--- config.mk ---
export PLATFORM = sky130hd
export DESIGN_NAME = cpu_bus_master_flat
export DESIGN_NICKNAME = d
export VERILOG_FILES = /design/src/rtl/cpu_bus_master_if.sv /design/src/rtl/cpu_bus_master.sv /design/src/flat_wrapper.sv
export SDC_FILE = /design/constraint.sdc
export NUM_CORES = 1
export LEC_CHECK = 0
export BUFFER_PORTS_ARGS = -buffer_cell sky130_fd_sc_hd__buf_2
export CAP_MARGIN = 20
export CORE_UTILIZATION = 35
export CTS_BUF_LIST = sky130_fd_sc_hd__clkbuf_2 sky130_fd_sc_hd__clkbuf_4 sky130_fd_sc_hd__clkbuf_8
export CTS_CLUSTER_SIZE = 25
export DETAILED_ROUTE_END_ITERATION = 8
export REMOVE_ABC_BUFFERS = 1
export SLEW_MARGIN = 10
export SYNTH_ARGS = -nofsm -noshare
export SYNTH_HDL_FRONTEND = slang
export SYNTH_SLANG_ARGS = --single-unit
--- constraint.sdc ---
create_clock -name clk -period 2.7 [get_ports clk]
set_input_delay 0.81 -clock clk [delete_from_list [all_inputs] [get_ports clk]]
set_output_delay 0.81 -clock clk [all_outputs]
set_load 0.005 [all_outputs]
--- src/rtl/cpu_bus_master_if.sv ---
// cpu_bus_master_if: request/response and cartridge-side bus signals of the CPU bus master
interface cpu_bus_master_if;
  logic        req_valid;
  logic        req_ready;
  logic [15:0] req_addr;
  logic        req_rw;
  logic [7:0]  req_wdata;
  logic        resp_valid;
  logic [7:0]  resp_rdata;
  logic        m2;
  logic        romsel;
  logic        cpu_rw;
  logic [14:0] cpu_addr;
  logic [7:0]  cpu_data_out;
  logic        cpu_data_oe;
  logic [7:0]  cpu_data_in;
  logic        irq;
  logic        irq_seen;
  logic        irq_clear;
  modport master (
    input  req_valid, req_addr, req_rw, req_wdata, cpu_data_in, irq, irq_clear,
    output req_ready, resp_valid, resp_rdata, m2, romsel, cpu_rw, cpu_addr,
           cpu_data_out, cpu_data_oe, irq_seen
  );
  modport slave (
    output req_valid, req_addr, req_rw, req_wdata, cpu_data_in, irq, irq_clear,
    input  req_ready, resp_valid, resp_rdata, m2, romsel, cpu_rw, cpu_addr,
           cpu_data_out, cpu_data_oe, irq_seen
  );
endinterface

--- src/rtl/cpu_bus_master.sv ---
// cpu_bus_master: m2-paced CPU bus cycle generator, one transaction per bus cycle; CPU_BUS_MASTER_IRQ_SYNC_EN enables the /IRQ latch
module cpu_bus_master #(
  parameter int HALF_CLKS = 6
) (
  input  logic clk,
  input  logic reset,
  cpu_bus_master_if.master bus
);
  typedef enum logic {LO, HI} phase_t;
  localparam logic [7:0] LAST = 8'(HALF_CLKS - 1);
  phase_t     phase, phase_n;
  logic [7:0] cnt, cnt_n;
  logic       act, a15, rw_q, resp_q;
  logic [14:0] addr_q;
  logic [7:0] wdata_q, rdata_q;
  logic       last, start, hi_end;
  assign last   = cnt == LAST;
  assign start  = phase == LO && cnt == 8'd0;
  assign hi_end = phase == HI && last;
  // phase/counter state register
  always_ff @(posedge clk) begin
    if (reset) begin
      phase <= LO;
      cnt   <= 8'd0;
    end else begin
      phase <= phase_n;
      cnt   <= cnt_n;
    end
  end
  // free-running m2 half-phase sequencing
  always_comb begin
    phase_n = last ? (phase == LO ? HI : LO) : phase;
    cnt_n   = last ? 8'd0 : cnt + 8'd1;
  end
  // transaction capture at slot open, read capture and response at end of HI
  always_ff @(posedge clk) begin
    if (reset) begin
      act     <= 1'b0;
      a15     <= 1'b0;
      rw_q    <= 1'b1;
      addr_q  <= 15'h0;
      wdata_q <= 8'h0;
      rdata_q <= 8'h0;
      resp_q  <= 1'b0;
    end else begin
      resp_q <= hi_end && act;
      if (hi_end && act && rw_q) rdata_q <= bus.cpu_data_in;
      if (start) begin
        act    <= bus.req_valid;
        a15    <= bus.req_valid & bus.req_addr[15];
        rw_q   <= bus.req_valid ? bus.req_rw : 1'b1;
        addr_q <= bus.req_valid ? bus.req_addr[14:0] : 15'h0;
        if (bus.req_valid) wdata_q <= bus.req_wdata;
      end
    end
  end
  assign bus.req_ready    = start;
  assign bus.resp_valid   = resp_q;
  assign bus.resp_rdata   = rdata_q;
  assign bus.m2           = phase == HI;
  assign bus.romsel       = ~(bus.m2 & a15);
  assign bus.cpu_rw       = rw_q;
  assign bus.cpu_addr     = addr_q;
  assign bus.cpu_data_out = wdata_q;
  assign bus.cpu_data_oe  = bus.m2 & act & ~rw_q;
`ifdef CPU_BUS_MASTER_IRQ_SYNC_EN
  logic s1, s2, seen;
  // /IRQ synchronizer and sticky flag, set wins over clear
  always_ff @(posedge clk) begin
    if (reset) begin
      s1   <= 1'b1;
      s2   <= 1'b1;
      seen <= 1'b0;
    end else begin
      s1   <= bus.irq;
      s2   <= s1;
      seen <= ~s2 ? 1'b1 : bus.irq_clear ? 1'b0 : seen;
    end
  end
  assign bus.irq_seen = seen;
`else
  logic unused_irq;
  assign unused_irq   = bus.irq & bus.irq_clear;
  assign bus.irq_seen = 1'b0;
`endif
endmodule

--- src/flat_wrapper.sv ---
// flat-port wrapper written by rule: the top's interface ports become plain ports
module cpu_bus_master_flat 
#(
  parameter int HALF_CLKS = 6
)
  (clk, reset, bus_req_valid, bus_req_addr, bus_req_rw, bus_req_wdata, bus_cpu_data_in, bus_irq, bus_irq_clear, bus_req_ready, bus_resp_valid, bus_resp_rdata, bus_m2, bus_romsel, bus_cpu_rw, bus_cpu_addr, bus_cpu_data_out, bus_cpu_data_oe, bus_irq_seen);
  cpu_bus_master_if bus_i ();
  input  logic clk;
  input  logic reset;
  input wire logic [$bits(bus_i.req_valid)-1:0] bus_req_valid;
  input wire logic [$bits(bus_i.req_addr)-1:0] bus_req_addr;
  input wire logic [$bits(bus_i.req_rw)-1:0] bus_req_rw;
  input wire logic [$bits(bus_i.req_wdata)-1:0] bus_req_wdata;
  input wire logic [$bits(bus_i.cpu_data_in)-1:0] bus_cpu_data_in;
  input wire logic [$bits(bus_i.irq)-1:0] bus_irq;
  input wire logic [$bits(bus_i.irq_clear)-1:0] bus_irq_clear;
  output wire logic [$bits(bus_i.req_ready)-1:0] bus_req_ready;
  output wire logic [$bits(bus_i.resp_valid)-1:0] bus_resp_valid;
  output wire logic [$bits(bus_i.resp_rdata)-1:0] bus_resp_rdata;
  output wire logic [$bits(bus_i.m2)-1:0] bus_m2;
  output wire logic [$bits(bus_i.romsel)-1:0] bus_romsel;
  output wire logic [$bits(bus_i.cpu_rw)-1:0] bus_cpu_rw;
  output wire logic [$bits(bus_i.cpu_addr)-1:0] bus_cpu_addr;
  output wire logic [$bits(bus_i.cpu_data_out)-1:0] bus_cpu_data_out;
  output wire logic [$bits(bus_i.cpu_data_oe)-1:0] bus_cpu_data_oe;
  output wire logic [$bits(bus_i.irq_seen)-1:0] bus_irq_seen;
  assign bus_i.req_valid = bus_req_valid;
  assign bus_i.req_addr = bus_req_addr;
  assign bus_i.req_rw = bus_req_rw;
  assign bus_i.req_wdata = bus_req_wdata;
  assign bus_i.cpu_data_in = bus_cpu_data_in;
  assign bus_i.irq = bus_irq;
  assign bus_i.irq_clear = bus_irq_clear;
  assign bus_req_ready = bus_i.req_ready;
  assign bus_resp_valid = bus_i.resp_valid;
  assign bus_resp_rdata = bus_i.resp_rdata;
  assign bus_m2 = bus_i.m2;
  assign bus_romsel = bus_i.romsel;
  assign bus_cpu_rw = bus_i.cpu_rw;
  assign bus_cpu_addr = bus_i.cpu_addr;
  assign bus_cpu_data_out = bus_i.cpu_data_out;
  assign bus_cpu_data_oe = bus_i.cpu_data_oe;
  assign bus_irq_seen = bus_i.irq_seen;
  cpu_bus_master #(.HALF_CLKS(HALF_CLKS)) u_core (.clk(clk), .reset(reset), .bus(bus_i));
endmodule
==> tab_implementation.tex, run 1 <==
\begin{tabular}{lr}
\hline
Metric & Value \\
\hline
\multicolumn{2}{l}{\textbf{Power and ir drop}} \\
Ratio of total power to cell area & just under 600 mW/mm2 \\
Seq pwr share & between 40\% and 50\% \\
Switching power & 0.3529 mW \\
Worst-case vdd ir drop & $\sim$0.00027 V \\
Clock power share & between 30\% and 40\% \\
Cell internal pwr & $\sim$1.1 mW \\
Total leakage power & slightly above 1 nW \\
Share of total power consumed by net switching & $\sim$25\% \\
Combinational group share of total power & a little over an eighth \\
Design Power & approximately 1.4 mW \\
\multicolumn{2}{l}{\textbf{Job}} \\
Number of violations of the max-capacitance limit & 0 \\
\multicolumn{2}{l}{\textbf{Synth}} \\
Main area contributors after synthesis & sky130\_fd\_sc\_hd\_\_dfxtp\_1 46\%, sky130\_fd\_sc\_hd\_\_a21oi\_1 8.3\%, sky130\_fd\_sc\_hd\_\_nand4\_1 8.1\% \\
Cell area after technology mapping & around 0.0019 mm2 \\
Distinct cell type count after synthesis & 30 \\
Total number of yosys warnings & 0 \\
Async set-or-reset flop fraction in the synthesized netlist & 0\% \\
Top flip-flop cell by instance count after synthesis & sky130\_fd\_sc\_hd\_\_dfxtp\_1 \\
Ranking of synthesized cells by instance count & 44 x sky130\_fd\_sc\_hd\_\_dfxtp\_1, 32 x sky130\_fd\_sc\_hd\_\_a21oi\_1, 25 x sky130\_fd\_sc\_hd\_\_nand4\_1, 21 x sky130\_fd\_sc\_hd\_\_o21ai\_0, 19 x sky130\_fd\_sc\_hd\_\_clkbuf\_1 \\
Seq cells post-synth & 44 \\
Syn Inst Count & around 220 \\
Sequential-to-total area share from yosys stat & 45.80\% \\
Cell with the most instances after synthesis & sky130\_fd\_sc\_hd\_\_dfxtp\_1 \\
Number of synthesized flops with an enable pin & 0 \\
Area share of the largest cell type after synthesis & a little under half \\
Mapped Avg Cell Area & slightly below 9 um2 \\
Yosys top cell by area & sky130\_fd\_sc\_hd\_\_dfxtp\_1 \\
\multicolumn{2}{l}{\textbf{Worst setup path}} \\
Worst Setup Start Kind & flip-flop \\
FF-to-FF End & u\_core.bus.resp\_rdata[4] \\
Depth of the critical timing path with buffers and inverters included & 5 \\
Worst-path fanout max & 5 \\
Sequence of cells on the critical path & inv\_1, ha\_1, or4b\_1, nor2\_1, buf\_2 \\
Register-to-register setup slack & $\sim$0.86 ns \\
Reg2Reg Depth & 3 \\
Worst path slowest cell & sky130\_fd\_sc\_hd\_\_or4b\_1 \\
Cell type group with the largest total delay on the critical path & simple AND/OR/NAND/NOR gates \\
Worst r2r src & u\_core.cnt[4] \\
Required time of the critical path & roughly 1.9 ns \\
Critical path buffers and inverters & 2 \\
Largest stage delay on the critical path & 0.47 ns \\
Capturing instance or port of the critical path & bus\_req\_ready \\
CP endpoint kind & output pin \\
Endpoint arrival time on the critical path & about 1.6 ns \\
Worst setup path startpoint & u\_core.cnt[1] \\
Kind of critical path & reg -> out \\
\multicolumn{2}{l}{\textbf{CTS}} \\
Clk pin slew, worst setup/hold paths & 0.08 ns \\
Maximum number of buffers from clock root to sink & 2 \\
TritonCTS clock tree & yes \\
Hold-fix buffers, CTS & 0 \\
Total clock sinks & 44 \\
Number of buffers created by CTS & 5 \\
Clock Tree Root & sky130\_fd\_sc\_hd\_\_clkbuf\_8 \\
Clock Latency Late Sink & 0.30 ns \\
Resized Gates After CTS & 0 \\
H-tree level count & 2 \\
Setup repair bufs after CTS & 0 \\
\multicolumn{2}{l}{\textbf{Global route}} \\
Overall global routing resource usage & 16.29\% \\
Number of antenna violations at the first check in global routing & 0 \\
Final global-route overflow total & 0 \\
Number of global-route vias before repair & 1,620 \\
Maximum number of pins on one net before global-route repair & 30 \\
Global-route wire length before repair & 7652 um \\
\multicolumn{2}{l}{\textbf{Die}} \\
Number of ports placed on the die boundary & 76 \\
Effective utilization at floorplan & between 30\% and 40\% \\
Cell row count & 26 \\
Height of the die & about 76 um \\
Die area & 0.005795 mm2 \\
Width of the chip & $\sim$76 um \\
Area inside the core boundary & 0.005205 mm2 \\
\multicolumn{2}{l}{\textbf{Drt}} \\
Routed wirelength normalized by instance count & between 10 and 15 um \\
Number of design-rule violations left by the first detailed-router iteration & 96 \\
Via count normalized by instance count & just over 5 \\
Antenna viol nets, final & 0 \\
First-pass iteration count of the detailed router & 4 \\
Number of remaining DRC errors & 0 \\
Total detailed-routing wirelength & about 4700 um \\
Vias & 1,835 \\
\multicolumn{2}{l}{\textbf{Timing}} \\
Final Hold Violating Endpoints & 0 \\
Worst-case clock skew & 0.008036 ns \\
Setup total negative slack & 0 ns \\
Share of the clock period used by the worst path & between 80\% and 90\% \\
Achievable clock frequency & a little over 400 MHz \\
Final setup violation count & 0 \\
Post-route worst hold slack & 0.4730 ns \\
Worst setup slack after layout & $\sim$0.28 ns \\
Transition time at the pin with the least slew margin & about 0.57 ns \\
Time the final worst path needs with I/O delays and setup & around 2.4 ns \\
Final slew viol count & 0 \\
Worst rel slew slack & between 60\% and 70\% \\
Setup repair after global routing missed its margin & false \\
\multicolumn{2}{l}{\textbf{Cells and area}} \\
Share of post-route cells with drive strength above 1 & between 30\% and 40\% \\
Layout net count & 323 \\
Area delta synth->final & 27.91\% \\
Number of fillers in the final layout & between 500 and 600 \\
Inserted Diodes & 0 \\
Fin cells & around 350 \\
Combined area of the multi-input logic cells & 942.2 um2 \\
FF/Latch Area & approximately 900 um2 \\
\multicolumn{2}{l}{\textbf{Place}} \\
Sum of net half-perimeters after detailed placement & slightly above 3000 um \\
Final Wtd Congestion & about 0.75 \\
Placed cell count & around 350 \\
Placement-stage worst setup slack & approximately 0.6 ns \\
IO Port Bufs & 72 \\
\multicolumn{2}{l}{\textbf{Worst hold path}} \\
Worst min path class & reg -> reg \\
\multicolumn{2}{l}{\textbf{Outcome}} \\
Run status & finished, final reports clean \\
\hline
\end{tabular}
[power groups by stage]
stage	registers, mW	logic [mW]	clock network (mW)
CTS	0.698	0.191	0.545
finish	0.698	0.190	0.529
global placement	0.713	0.189	0
detailed placement	0.713	0.191	0
floorplan	0.713	0.0870	0
global route	0.702	0.212	0.579
[cell usage in the layout (no fill, tap or decap), drive strengths merged, types with 6 or more instances in the layout]
master / instances
o21ai: 21
a21oi: 32
nand3: 6
nand4: 25
buf: 78
mux2i: 8
clkbuf: 6
o31ai: 8
nand2b: 17
dfxtp: 44
[worst register-to-register path, cell delays in order (launching register included)]
cell and delay, ns:
sky130_fd_sc_hd__dfxtp_1 0.38, sky130_fd_sc_hd__or4_4 0.65, sky130_fd_sc_hd__nor3_4 0.51, sky130_fd_sc_hd__mux2i_1 0.24
[final cells by class]
cell class | count | share of cell area (%)
Clock buffer | 6 | 3.357
Clock inverter | 2 | 1.577
Inverter | 6 | 0.9156
Multi-Input combinational cell | 147 | 38.30
Sequential cell | 44 | 35.81
Tap cell | 70 | 3.561
Timing Repair Buffer | 78 | 16.48
[logic make-up after synthesis]
group / count (synthesis) / synth area share, %
AO/OA/AOI/OAI: 65 / 18.61
XOR/XNOR: 1 / 0.4555
adder cells (fa/ha/maj): 3 / 1.952
buffers and inverters: 28 / 6.116
flip-flops: 44 / 45.80
multiplexers: 8 / 4.164
other: 1 / 0.1950
AND/OR/NAND/NOR: 69 / 22.71
[registers in the layout (all words and copies together) (netlist names)]
name / cells
u_core.bus.cpu_addr: 15
u_core.bus.cpu_data_out: 8
u_core.bus.resp_rdata: 8
u_core.cnt: 8
u_core.a15: 1
u_core.act: 1
u_core.bus.cpu_rw: 1
u_core.bus.m2: 1
u_core.bus.resp_valid: 1
[stage by stage]
step	util, %	instance area (um2)
after floorplan	-	1828
after global placement	44.93	2338
after detailed placement	44.93	2338
after CTS	47.26	2460
after global routing	47.26	2460
final	47.26	2460
[layer usage]
metal  vias up  global-route usage, %  wire [um]
met5         -                      0          0
met4         0                  4.038         27
met3         5                  5.030        302
met2        63                  27.00       2067
met1       849                  20.60       2271
li1        918                      -          -
[worst min-delay path by stage]
stage | to | from | slack [ns] | depth (start not counted)
floorplan | u_core.a15 | u_core.a15 | 0.44 | 2
global placement | u_core.bus.cpu_data_out[1] | u_core.bus.cpu_data_out[1] | 0.45 | 2
detailed placement | u_core.bus.cpu_data_out[6] | u_core.bus.cpu_data_out[6] | 0.46 | 2
CTS | u_core.bus.cpu_data_out[1] | u_core.bus.cpu_data_out[1] | 0.47 | 2
global route | u_core.bus.cpu_data_out[6] | u_core.bus.cpu_data_out[6] | 0.49 | 2
finish | u_core.bus.cpu_data_out[6] | u_core.bus.cpu_data_out[6] | 0.47 | 2
No activity file was read; power rests on OpenSTA's default activity.
==> run 2, diff against run 1 <==
- CORE_ASPECT_RATIO: not set -> 0.7
==> run 2 against run 1 <==
Effect of this change:
- register-to-register slack got worse by 0.25 ns
- sequential power is essentially flat
- utilization fell by 0.83 points
- clock power shrank 20%
- first-iteration DRC count grew 6.3%
- sequential cell count is the same
- power fell by 7.3%
- hold slack worse by 0.0013 ns
- setup slack got worse by 0.0065 ns
- non-clock buffer count up 1
- critical path type unchanged
- largest power group unchanged
- highest routed layer unchanged
==> tab_implementation.tex, run 2 (synthesis results as in run 1) <==
\begin{tabular}{lr}
\hline
Metric & Value \\
\hline
\multicolumn{2}{l}{\textbf{Outcome}} \\
Run status & finished, final reports clean \\
\multicolumn{2}{l}{\textbf{Global route}} \\
Number of global-route vias before repair & between 1,500 and 2,000 \\
Number of antenna violations at the first check in global routing & 0 \\
Maximum number of pins on one net before global-route repair & 33 \\
Final global-route overflow total & 0 \\
Global-route wire length before repair & $\sim$7800 um \\
Overall global routing resource usage & 16.91\% \\
\multicolumn{2}{l}{\textbf{Worst setup path}} \\
Endpoint arrival time on the critical path & approximately 1.6 ns \\
CP endpoint kind & output pin \\
Worst Setup Start Kind & flip-flop \\
Required time of the critical path & around 1.9 ns \\
Worst-path fanout max & 7 \\
Kind of critical path & reg -> out \\
\multicolumn{2}{l}{\textbf{Drt}} \\
Number of remaining DRC errors & 0 \\
Total detailed-routing wirelength & 4774 um \\
Via count normalized by instance count & a little over 5 \\
First-pass iteration count of the detailed router & 4 \\
Vias & between 1,500 and 2,000 \\
Antenna viol nets, final & 0 \\
Routed wirelength normalized by instance count & 13.41 um \\
Number of design-rule violations left by the first detailed-router iteration & 102 \\
\multicolumn{2}{l}{\textbf{Timing}} \\
Worst rel slew slack & 66.70\% \\
Time the final worst path needs with I/O delays and setup & 2.422 ns \\
Share of the clock period used by the worst path & between 80 and 90\% \\
Achievable clock frequency & just over 400 MHz \\
Final slew viol count & 0 \\
Worst-case clock skew & between 0.002 and 0.003 ns \\
Final Hold Violating Endpoints & 0 \\
Setup total negative slack & 0 ns \\
Transition time at the pin with the least slew margin & roughly 0.50 ns \\
Final setup violation count & 0 \\
Setup repair after global routing missed its margin & false \\
\multicolumn{2}{l}{\textbf{Cells and area}} \\
Most used cells in the layout excluding fill and tap cells & 72 x sky130\_fd\_sc\_hd\_\_buf\_2, 44 x sky130\_fd\_sc\_hd\_\_dfxtp\_1, 32 x sky130\_fd\_sc\_hd\_\_a21oi\_1 \\
Area delta synth->final & 26.94\% \\
Number of fillers in the final layout & roughly 540 \\
Layout net count & between 300 and 400 \\
Share of post-route cells with drive strength above 1 & 32.04\% \\
Fin cells & 356 \\
Post-layout utilization of the core & 46.43\% \\
Max reg flops & 15 \\
Inserted Diodes & 0 \\
Most common library cell in the layout ignoring fill and taps & sky130\_fd\_sc\_hd\_\_buf\_2 \\
\multicolumn{2}{l}{\textbf{CTS}} \\
Total clock sinks & 44 \\
Maximum number of buffers from clock root to sink & 2 \\
Setup repair bufs after CTS & 0 \\
TritonCTS clock tree & yes \\
Clock Latency Late Sink & roughly 0.29 ns \\
Clk pin slew, worst setup/hold paths & $\sim$0.080 ns \\
Clock Tree Root & sky130\_fd\_sc\_hd\_\_clkbuf\_8 \\
Resized Gates After CTS & 0 \\
Hold-fix buffers, CTS & 0 \\
H-tree level count & 2 \\
Number of buffers created by CTS & 5 \\
\multicolumn{2}{l}{\textbf{Place}} \\
IO Port Bufs & 72 \\
Sum of net half-perimeters after detailed placement & about 3200 um \\
Final Wtd Congestion & slightly above 0.7 \\
Placed cell count & between 300 and 400 \\
\multicolumn{2}{l}{\textbf{Power and ir drop}} \\
Ratio of total power to cell area & $\sim$540 mW/mm2 \\
Worst-case vdd ir drop & about 0.00023 V \\
Total leakage power & between 1 and 1.5 nW \\
\multicolumn{2}{l}{\textbf{Die}} \\
Height of the die & around 64 um \\
Area inside the core boundary & $\sim$0.0053 mm2 \\
Die area & 0.005799 mm2 \\
Effective utilization at floorplan & 36.58\% \\
Cell row count & 22 \\
Width of the chip & $\sim$91 um \\
Number of ports placed on the die boundary & between 70 and 80 \\
\multicolumn{2}{l}{\textbf{Job}} \\
Number of violations of the max-capacitance limit & 0 \\
\multicolumn{2}{l}{\textbf{Worst hold path}} \\
Worst min path class & reg -> reg \\
\hline
\end{tabular}
run 2: per-layer routing:
layer | vias to the layer above | part of all wire (%) | global-route usage [%]
met5 | - | 0 | 0
met3 | 4 | 7.8 | 5.833
li1 | 923 | - | -
met2 | 70 | 42 | 27.18
met1 | 825 | 49 | 21.21
met4 | 0 | 0.67 | 5.645
run 2: cell type report:
cell class | instances | area (um2) | area share [%]
multi-input cells | 147 | 942.2 | 38.60
clock inverters | 2 | 10.01 | 0.4100
clock buffers | 6 | 82.58 | 3.383
repair buffers | 79 | 412.9 | 16.91
well taps | 72 | 90.09 | 3.690
inverters | 6 | 22.52 | 0.9226
flip-flops and latches | 44 | 880.8 | 36.08
run 2: worst max-delay path: stages, from the launching register on:
cell                      delay (ns)
sky130_fd_sc_hd__dfxtp_1        0.38
sky130_fd_sc_hd__inv_1          0.09
sky130_fd_sc_hd__ha_1           0.16
sky130_fd_sc_hd__or4b_1         0.47
sky130_fd_sc_hd__nor2_1         0.10
sky130_fd_sc_hd__buf_2          0.13
run 2: path summary, 6_finish.rpt:
check | from | to | slack, ns | depth (start not counted)
max | u_core.cnt[0] | bus_req_ready | 0.28 | 5
min | u_core.bus.cpu_addr[8] | u_core.bus.cpu_addr[8] | 0.47 | 2
max reg2reg | u_core.cnt[4] | u_core.bus.resp_rdata[6] | 0.61 | 4
min reg2reg | u_core.bus.cpu_addr[8] | u_core.bus.cpu_addr[8] | 0.47 | 2
run 2: where the power goes:
group | internal, mW | leakage (nW) | switching, mW
registers | 0.678 | 0.358 | 0.0206
logic | 0.0839 | 0.607 | 0.107
clock network | 0.204 | 0.0510 | 0.220
total | 0.967 | 1.02 | 0.347
run 2: metrics by stage:
stage / power, mW / hold WS [ns] / worst slack, ns / area (um2)
finish: 1.314 / 0.4717 / 0.2779 / 2441
floorplan: 0.7997 / 0.4438 / 0.4580 / 1828
global placement: 0.9040 / 0.4539 / 0.5984 / 2349
detailed placement: 0.9066 / 0.4597 / 0.5673 / 2349
CTS: 1.329 / 0.4742 / 0.2564 / 2441
global route: 1.390 / 0.4857 / 0.1400 / 2441
